## config.mk

```make
export PLATFORM = sky130hd
export DESIGN_NAME = voter4_ballot_flat
export DESIGN_NICKNAME = d
export VERILOG_FILES = /design/src/rtl/voter4_ballot_pkg.sv /design/src/rtl/voter4_ballot_if.sv /design/src/rtl/voter4_ballot_btn_debounce.sv /design/src/rtl/voter4_ballot.sv /design/src/flat_wrapper.sv
export SDC_FILE = /design/constraint.sdc
export NUM_CORES = 1
export LEC_CHECK = 0
export ABC_AREA = 1
export CORE_ASPECT_RATIO = 2
export CORE_MARGIN = 4
export CORE_UTILIZATION = 50
export CTS_CLUSTER_SIZE = 40
export DETAILED_ROUTE_END_ITERATION = 10
export DONT_BUFFER_PORTS = 1
export PLACE_DENSITY = 0.68
export SLEW_MARGIN = 15
export SYNTH_ARGS = -nofsm -noshare
export SYNTH_HDL_FRONTEND = slang
export SYNTH_HIERARCHICAL = 1
export SYNTH_SLANG_ARGS = --single-unit
```

## constraint.sdc

```tcl
create_clock -name clk -period 6.25 [get_ports clk]
set_input_delay 1.25 -clock clk [delete_from_list [all_inputs] [get_ports clk]]
set_output_delay 1.25 -clock clk [all_outputs]
set_load 0.02 [all_outputs]
```

## src/rtl/voter4_ballot_pkg.sv

```systemverilog
// Shared definitions for the ballot collector: FSM encoding, voter count and a tally helper.
package voter_pkg;

  localparam int unsigned N_VOTERS = 4;

  typedef enum logic [1:0] {
    StIdle  = 2'd0,
    StOpen  = 2'd1,
    StTally = 2'd2,
    StShow  = 2'd3
  } state_e;

  function automatic logic [2:0] popcount(input logic [N_VOTERS-1:0] v);
    logic [2:0] n;
    n = '0;
    for (int i = 0; i < N_VOTERS; i++) begin
      n = n + {2'b00, v[i]};
    end
    return n;
  endfunction

endpackage

```

## src/rtl/voter4_ballot_if.sv

```systemverilog
// Session control, raw buttons and result signals of the ballot collector.
interface voter4_ballot_if;
  import voter_pkg::*;

  logic                start;
  logic                close;
  logic                a;
  logic                b;
  logic                c;
  logic                d;
  logic                ballot_open;
  logic [N_VOTERS-1:0] voted;
  logic [2:0]          yes_count;
  logic                result_valid;
  logic                led;

  modport master (
    output start, close, a, b, c, d,
    input  ballot_open, voted, yes_count, result_valid, led
  );

  modport slave (
    input  start, close, a, b, c, d,
    output ballot_open, voted, yes_count, result_valid, led
  );

endinterface

```

## src/rtl/voter4_ballot_btn_debounce.sv

```systemverilog
// Button conditioner: 2-FF synchronizer, stability debouncer and registered rising-edge pulse.
module btn_debounce #(
  parameter int unsigned DEBOUNCE_CYCLES = 4
) (
  input  logic clk,
  input  logic rst_n,
  input  logic raw,
  output logic rise
);

  localparam int unsigned CW = (DEBOUNCE_CYCLES > 1) ? $clog2(DEBOUNCE_CYCLES) : 1;

  logic          sync1_q, sync2_q;
  logic          level_q, level_d;
  logic          rise_q, rise_d;
  logic [CW-1:0] cnt_q, cnt_d;

  // Any sample that agrees with the accepted level restarts the stability count.
  always_comb begin
    level_d = level_q;
    cnt_d   = '0;
    if (sync2_q != level_q) begin
      if (cnt_q == CW'(DEBOUNCE_CYCLES - 1)) begin
        level_d = ~level_q;
      end else begin
        cnt_d = cnt_q + CW'(1);
      end
    end
    rise_d = level_d & ~level_q;
  end

  always_ff @(posedge clk) begin
    if (!rst_n) begin
      sync1_q <= 1'b0;
      sync2_q <= 1'b0;
      level_q <= 1'b0;
      cnt_q   <= '0;
      rise_q  <= 1'b0;
    end else begin
      sync1_q <= raw;
      sync2_q <= sync1_q;
      level_q <= level_d;
      cnt_q   <= cnt_d;
      rise_q  <= rise_d;
    end
  end

  assign rise = rise_q;

endmodule

```

## src/rtl/voter4_ballot.sv

```systemverilog
// Timed ballot session: conditions four voter buttons, accepts one yes per voter, drives the LED.
module voter4_ballot
  import voter_pkg::*;
#(
  parameter int unsigned DEBOUNCE_CYCLES = 4,
  parameter int unsigned VOTE_WINDOW     = 1000,
  parameter int unsigned PASS_THRESHOLD  = 3
) (
  input  logic            clk,
  input  logic            rst_n,
  voter4_ballot_if.slave  bus
);

  localparam int unsigned WW = (VOTE_WINDOW > 1) ? $clog2(VOTE_WINDOW) : 1;

  logic [N_VOTERS-1:0] raw, rise, new_votes;
  state_e              state_q, state_d;
  logic [N_VOTERS-1:0] voted_q, voted_d;
  logic [2:0]          yes_count_q, yes_count_d;
  logic                led_q, led_d;
  logic [WW-1:0]       win_q, win_d;

  assign raw = {bus.d, bus.c, bus.b, bus.a};

  for (genvar i = 0; i < N_VOTERS; i++) begin : g_btn
    btn_debounce #(
      .DEBOUNCE_CYCLES(DEBOUNCE_CYCLES)
    ) u_btn (
      .clk  (clk),
      .rst_n(rst_n),
      .raw  (raw[i]),
      .rise (rise[i])
    );
  end

  always_ff @(posedge clk) begin
    if (!rst_n) begin
      state_q     <= StIdle;
      voted_q     <= '0;
      yes_count_q <= '0;
      led_q       <= 1'b0;
      win_q       <= '0;
    end else begin
      state_q     <= state_d;
      voted_q     <= voted_d;
      yes_count_q <= yes_count_d;
      led_q       <= led_d;
      win_q       <= win_d;
    end
  end

  always_comb begin
    state_d = state_q;
    unique case (state_q)
      StIdle:  if (bus.start) state_d = StOpen;
      StOpen:  if (bus.close || (win_q == '0)) state_d = StTally;
      StTally: state_d = StShow;
      StShow:  if (bus.start) state_d = StOpen;
      default: state_d = StIdle;
    endcase
  end

  // Votes arriving in the closing cycle still count because OPEN is the current state.
  always_comb begin
    voted_d     = voted_q;
    yes_count_d = yes_count_q;
    led_d       = led_q;
    win_d       = win_q;
    new_votes   = '0;
    unique case (state_q)
      StIdle, StShow: begin
        if (bus.start) begin
          voted_d     = '0;
          yes_count_d = '0;
          led_d       = 1'b0;
          win_d       = WW'(VOTE_WINDOW - 1);
        end
      end
      StOpen: begin
        new_votes   = rise & ~voted_q;
        voted_d     = voted_q | new_votes;
        yes_count_d = yes_count_q + popcount(new_votes);
        if (win_q != '0) win_d = win_q - WW'(1);
      end
      StTally: led_d = ({29'd0, yes_count_q} >= PASS_THRESHOLD);
      default: ;
    endcase
  end

  always_comb begin
    bus.ballot_open  = (state_q == StOpen);
    bus.result_valid = (state_q == StTally);
    bus.voted        = voted_q;
    bus.yes_count    = yes_count_q;
    bus.led          = led_q;
  end

endmodule
```

## src/flat_wrapper.sv

```systemverilog
// flat-port wrapper written by rule: the top's interface ports become plain ports
module voter4_ballot_flat import voter_pkg::*;
#(
  parameter int unsigned DEBOUNCE_CYCLES = 4,
  parameter int unsigned VOTE_WINDOW     = 1000,
  parameter int unsigned PASS_THRESHOLD  = 3
)
  (clk, rst_n, bus_start, bus_close, bus_a, bus_b, bus_c, bus_d, bus_ballot_open, bus_voted, bus_yes_count, bus_result_valid, bus_led);
  voter4_ballot_if bus_i ();
  input  logic clk;
  input  logic rst_n;
  input wire logic [$bits(bus_i.start)-1:0] bus_start;
  input wire logic [$bits(bus_i.close)-1:0] bus_close;
  input wire logic [$bits(bus_i.a)-1:0] bus_a;
  input wire logic [$bits(bus_i.b)-1:0] bus_b;
  input wire logic [$bits(bus_i.c)-1:0] bus_c;
  input wire logic [$bits(bus_i.d)-1:0] bus_d;
  output wire logic [$bits(bus_i.ballot_open)-1:0] bus_ballot_open;
  output wire logic [$bits(bus_i.voted)-1:0] bus_voted;
  output wire logic [$bits(bus_i.yes_count)-1:0] bus_yes_count;
  output wire logic [$bits(bus_i.result_valid)-1:0] bus_result_valid;
  output wire logic [$bits(bus_i.led)-1:0] bus_led;
  assign bus_i.start = bus_start;
  assign bus_i.close = bus_close;
  assign bus_i.a = bus_a;
  assign bus_i.b = bus_b;
  assign bus_i.c = bus_c;
  assign bus_i.d = bus_d;
  assign bus_ballot_open = bus_i.ballot_open;
  assign bus_voted = bus_i.voted;
  assign bus_yes_count = bus_i.yes_count;
  assign bus_result_valid = bus_i.result_valid;
  assign bus_led = bus_i.led;
  voter4_ballot #(.DEBOUNCE_CYCLES(DEBOUNCE_CYCLES), .VOTE_WINDOW(VOTE_WINDOW), .PASS_THRESHOLD(PASS_THRESHOLD)) u_core (.clk(clk), .rst_n(rst_n), .bus(bus_i));
endmodule
```

Word level (Yosys, flattened, before mapping)
Index checks and enable logic that the tools add are counted.
{ "op_classes": {"n_mux": 20, "reduce_logical": 15, "order_cmp": 1, "bitwise_logic": 16, "addsub": 9, "eq_ne": 14, "mul": 0, "shift": 0, "div_mod_pow": 0} }
{ "op_table": {"columns": ["operator", "count"], "rows": [
  ["$mux W10", 2],
  ["$pmux W10 S2", 1],
  ["$eq A2 B2 Y1 const B", 6],
  ["$reduce_or A3 Y1", 4],
  ["$logic_not A10 Y1", 1],
  ["$reduce_bool A10 Y1", 1],
  ["$sub A10 B1 Y10 const B", 1],
  ["$mux W1", 9],
  ["$not A1 Y1", 9],
  ["$add A2 B1 Y2 const B", 4],
  ["$pmux W4 S2", 1],
  ["$add A3 B1 Y3", 2],
  ["$ne A2 B1 Y1 const B", 3],
  ["$pmux W2 S3", 1],
  ["$pmux W3 S2", 1],
  ["$reduce_and A2 Y1", 3],
  ["$and A1 B1 Y1", 4],
  ["$and A4 B4 Y4", 1],
  ["$mux W2", 2],
  ["$mux W4", 1],
  ["$ne A1 B1 Y1", 4],
  ["$not A4 Y4", 1],
  ["$or A4 B4 Y4", 1],
  ["$reduce_bool A2 Y1", 2],
  ["10 further kinds", 10]
]} }
{ "word_totals": {"ram_bits": 0, "romBits": 0, "elab_cells": 100, "mem_count": 0, "latch_bits": 0, "inputBits": 8, "regBits": 44} }

Depth between registers and ports, before layout
{ "logic_depth": {"ltp_word": 7, "depth_mapped": 11, "mapped_depth_nobuf": 11} }

Modules after synthesis
Netlist, hierarchy kept.
{ "modules_own_cells": {"columns": ["mod", "cells_each", "area_per_inst_um2", "n_inst"], "rows": [
  ["voter4_ballot", 172, 1221.2, 1],
  ["btn_debounce", 25, 212.7, 4]
]} }

Worst setup path before layout
No wires, ideal clock.
{ "synth_path": {"path_type": "register to register", "startpoint": "register u_core.voted_q[0] (netlist: u_core/bus.voted[0])", "endpoint": "register u_core.yes_count_q[1] (netlist: u_core/bus.yes_count[1])", "setup_time_ps": 132, "path_slack_ps": 4037, "arrival_ps": 2080, "path_buffers": 0, "path_stages_with_launch": 9, "path_cell_list": "dfxtp_1 > nor2_1 > fa_1 > inv_1 > fa_1 > inv_1 > fa_1 > nand3_1 > a21oi_1"} }
{ "synth_between": {"elab_chain_len": 7} }
{ "synth_lines": {"columns": ["element", "line_no", "rtl"], "rows": [
  ["start, declared", "voter4_ballot.sv:18", "logic [N_VOTERS-1:0] voted_q, voted_d;"],
  ["start signal, assigned", "voter4_ballot.sv:45", "voted_q <= voted_d;"],
  ["$not A4 Y4", "voter4_ballot.sv:80", "new_votes = rise & ~voted_q;"],
  ["$and A4 B4 Y4", "voter4_ballot.sv:80", null],
  ["$add A1 B1 Y2", "voter4_ballot_pkg.sv:17", "n = n + {2'b00, v[i]};"],
  ["$add A3 B1 Y3 (2 in series)", "voter4_ballot_pkg.sv:17", null],
  ["$add A3 B3 Y3", "voter4_ballot.sv:82", "yes_count_d = yes_count_q + popcount(new_votes);"],
  ["$pmux W3 S2", "voter4_ballot.sv:70", "unique case (state_q)"],
  ["end signal, assigned", "voter4_ballot.sv:46", "yes_count_q <= yes_count_d;"],
  ["end, declared", "voter4_ballot.sv:19", "logic [2:0] yes_count_q, yes_count_d;"]
]} }
Every way passes these cells.
A chain may end at the register's enable or synchronous reset.

Final worst setup path
{ "layout_path": {"startpoint": "register u_core.state_q[1]", "endpoint": "output port bus_ballot_open"} }
{ "layout_between": {"elab_chain_len": 1} }
{ "layout_lines": {"columns": ["element", "line_no", "rtl"], "rows": [
  ["start, declared", "voter4_ballot.sv:17", "state_e state_q, state_d;"],
  ["start signal, assigned", "voter4_ballot.sv:38", "state_q <= StIdle;"],
  ["start signal, assigned", "voter4_ballot.sv:44", "state_q <= state_d;"],
  ["$eq A2 B1 Y1", "voter4_ballot.sv:91", "bus.ballot_open = (state_q == StOpen);"],
  ["end, declared", "flat_wrapper.sv:18", "output wire logic [$bits(bus_i.ballot_open)-1:0] bus_ballot_open;"]
]} }
Every way passes these cells.

==> results by group <==
Drt
  • # DRC: 0
  • Post-route ant nets: 0
  • Vias per cell: 4.985
  • Routed vias: 1635
  • Total wire length: 3902 µm
  • Routed wire per std cell: 11.90 µm
  • DR iter-0 viols: 29
  • TritonRoute pass-1 iters: 4

Layout
  • # fillers: 421
  • Area added between synthesis and finish: 6.462%
  • # diodes: 0
  • Finished Core Util: 56.22%
  • Final Instance Area: 2206 µm²
  • Layout cells sized above 1: 9.025%
  • # nets final: 296

Clock tree
  • Max H-tree Level: 2
  • Root Driver: clkbuf_8
  • CTS clk-pin slew, worst paths: 0.08 ns
  • Clock sinks: 44
  • Gates resized, CTS repair: 0
  • Clk_lat worst skew: 0.29 ns
  • Cts hold-fix bufs: 0
  • Post-CTS Setup Bufs: 0
  • Number of CTS-inserted buffers: 5
  • CTS tree: yes
  • Clock Tree Buf Depth: 2

Logic synthesis
  • Register area share after synthesis: 42.51%
  • Synthesized flop and latch total: 44
  • Synthesized area per cell: 7.618 µm²
  • Mapped cell area: 2072 µm²
  • Syn Inst Count: 272
  • Syn Nets: 292
  • Yosys cell types: 26
  • YS warnings: 6

Worst setup path
  • CP cell instances: inv_1 -> ha_1
  • Worst setup EP type: output pin
  • Largest delay contributor family on the critical path: adder cells
  • Reg-to-reg critical path endpoint: u_core/bus.yes_count[1]$_SDFFE_PN0P_
  • WP data arrival: 1.30 ns
  • Startpoint Class: flop
  • Slowest stage delay, CP: 0.60 ns
  • Buf/Inv on CP: 1
  • R2R Setup Slk: 3.88 ns
  • Critical Path RT: 5.00 ns
  • Crit path from: u_core/state_q[1]$_SDFFE_PN0P_
  • CP Depth: 2
  • CP endpoint: bus_ballot_open
  • Crit Path Max Fanout: 11
  • Worst reg-to-reg path cell count: 8
  • Reg2Reg Launch Point: u_core/bus.voted[0]$_SDFFE_PN0P_
  • Slowest cell on the critical path: ha_1
  • CP Class: reg2out

Global routing
  • Met3 usage: 5.598%
  • First-pass GRT wire length: 6831 µm
  • Met1 global-route usage: 15.38%
  • Overall routing resource usage: 17.39%
  • Grt ovf: 0
  • Initial antenna violation count: 0
  • Most used routing layer in global routing: met2
  • Met2 usage: 31.79%
  • Pin count of the biggest net entering global routing: 19
  • Number of global-route vias before repair: 1657

Die
  • Die Span Y: 99.04 µm
  • Die width: 53.52 µm
  • Core area: 3924 µm²
  • Top Ports: 18
  • FP Rows: 32
  • Initial core utilization: 52.81%
  • Die area: 5301 µm²

STA
  • Final setup fails: 0
  • Tmin final: 2.555 ns
  • Worst-margin pin slew: 0.6797 ns
  • RSZ-0062 raised after global routing: no
  • Hold Worst Slack: 0.4158 ns
  • Fin. Hold Viols: 0
  • Fmax: 0.3914 GHz
  • Count of pins over their slew limit: 0
  • Fin crit share: 40.88%
  • Slew HR: 54.69%
  • Clock skew: 0.006905 ns
  • Setup_tns: 0 ns

Flow run
  • Max-cap violations: 0

Placement
  • RD Place Congestion: 0.7701
  • Placed inst area: 2116 µm²
  • DP Wirelength: 2991 µm
  • Port Buffer Count: 0

Power
  • Clock share of power: 18.5%
  • Logic pwr share: 45.5%
  • Worst vdd rail ir drop: 0.0002492 V
  • Switch share: 42.72%
  • Power Density: 436.3 nW/µm²
  • Int Pwr: 0.5512 mW
  • Leak: 1.018 nW
  • Sw Pwr: 0.4111 mW
  • Seq pwr share: 36.0%
  • Design Power: 0.9624 mW

Min path
  • Hold path depth: 1
  • Worst hold path class: reg2reg

Status
  • Outcome: finished, final reports clean
## sequential cells by signal, summed over array words and instances (netlist names)
name,count
u_core/g_btn.u_btn/cnt_q,8
u_core/g_btn.u_btn/level_q,4
u_core/g_btn.u_btn/sync1_q,4
u_core/state_q,2
u_core/g_btn.u_btn/rise,4
u_core/bus.voted,4
u_core/win_q,10
u_core/bus.led,1
u_core/g_btn.u_btn/sync2_q,4
u_core/bus.yes_count,3
## final cells by class
| cell class | count | area, µm² | area share (%) |
|---|---|---|---|
| clock buffer | 8 | 90.09 | 4.084 |
| multi-input combinational | 176 | 979.7 | 44.41 |
| inverter | 49 | 191.4 | 8.678 |
| sequential | 44 | 880.8 | 39.93 |
| tap | 51 | 63.81 | 2.893 |
## metal layers
| metal | vias to the layer above | part of all wire (%) | routed length [µm] |
|---|---|---|---|
| li1 | 860 | - | - |
| met1 | 742 | 36 | 1396 |
| met2 | 23 | 56 | 2199 |
| met3 | 10 | 4.9 | 193 |
| met4 | 0 | 2.9 | 112 |
| met5 | - | 0 | 0 |
## power groups by stage
stage | Sequential, mW | Clock [mW] | Combinational (mW)
floorplan | 0.343 | 0 | 0.375
global placement | 0.353 | 0 | 0.434
detailed placement | 0.353 | 0 | 0.439
CTS | 0.346 | 0.187 | 0.442
global route | 0.350 | 0.198 | 0.502
finish | 0.346 | 0.178 | 0.438
## cells in the final DEF (no fill, tap or decap), drive strengths merged
| cell | netlist | routed |
|---|---|---|
| a21oi | 25 | 25 |
| a31oi | 1 | 1 |
| clkbuf | 1 | 8 |
| dfxtp | 44 | 44 |
| fa | 3 | 3 |
| ha | 9 | 9 |
| inv | 49 | 49 |
| nand2 | 60 | 60 |
| nand3 | 30 | 30 |
| nand3b | 1 | 1 |
| nor2 | 33 | 33 |
| nor3b | 1 | 1 |
| o21ai | 9 | 9 |
| or2 | 2 | 2 |
| xor2 | 2 | 2 |
## worst min path at each step
stage	startpoint	end	slack [ns]
final	u_core/g_btn[2].u_btn/cnt_q[0]$_SDFF_PP0_	u_core/g_btn[2].u_btn/cnt_q[0]$_SDFF_PP0_	0.42
after global routing	u_core/g_btn[1].u_btn/sync1_q$_SDFF_PN0_	u_core/g_btn[1].u_btn/sync2_q$_SDFF_PN0_	0.43
after CTS	u_core/g_btn[2].u_btn/sync1_q$_SDFF_PN0_	u_core/g_btn[2].u_btn/sync2_q$_SDFF_PN0_	0.42
after detailed placement	u_core/g_btn[2].u_btn/sync1_q$_SDFF_PN0_	u_core/g_btn[2].u_btn/sync2_q$_SDFF_PN0_	0.40
after global placement	u_core/g_btn[2].u_btn/sync1_q$_SDFF_PN0_	u_core/g_btn[2].u_btn/sync2_q$_SDFF_PN0_	0.39
after floorplan	u_core/g_btn[0].u_btn/sync1_q$_SDFF_PN0_	u_core/g_btn[0].u_btn/sync2_q$_SDFF_PN0_	0.39
## logic make-up (layout without fill, tap and decap cells)
| group | count (synthesis) | count (layout) | synth area share, % |
|---|---|---|---|
| XOR/XNOR | 2 | 2 | 0.8456 |
| adder cells (fa/ha/maj) | 12 | 12 | 8.334 |
| buffers and inverters | 52 | 57 | 10.20 |
| AND/OR/NAND/NOR | 127 | 127 | 29.05 |
| AO/OA/AOI/OAI | 35 | 35 | 9.058 |
| flip-flops | 44 | 44 | 42.51 |
## synth_stat cells, drive strengths merged
library cell / instances / share of area, %
a21oi: 25 / 6.0
dfxtp: 44 / 43
a31oi: 1 / 0.30
o21ai: 9 / 2.7
nand3b: 1 / 0.36
buf: 2 / 0.78
fa: 3 / 2.9
inv: 49 / 9.2
nor2: 33 / 6.5
xor2: 2 / 0.85
nand3: 30 / 8.5
ha: 9 / 5.4
clkbuf: 1 / 0.18
nand2: 60 / 13
nor3b: 1 / 0.36
or2: 2 / 0.60
## stage by stage
stage / cells / setup slack (ns)
after global routing: 328 / 3.618
after detailed placement: 320 / 3.876
after floorplan: 272 / 4.037
after CTS: 328 / 3.673
after global placement: 320 / 3.925
final: 328 / 3.695
No activity file was read; power rests on OpenSTA's default activity.
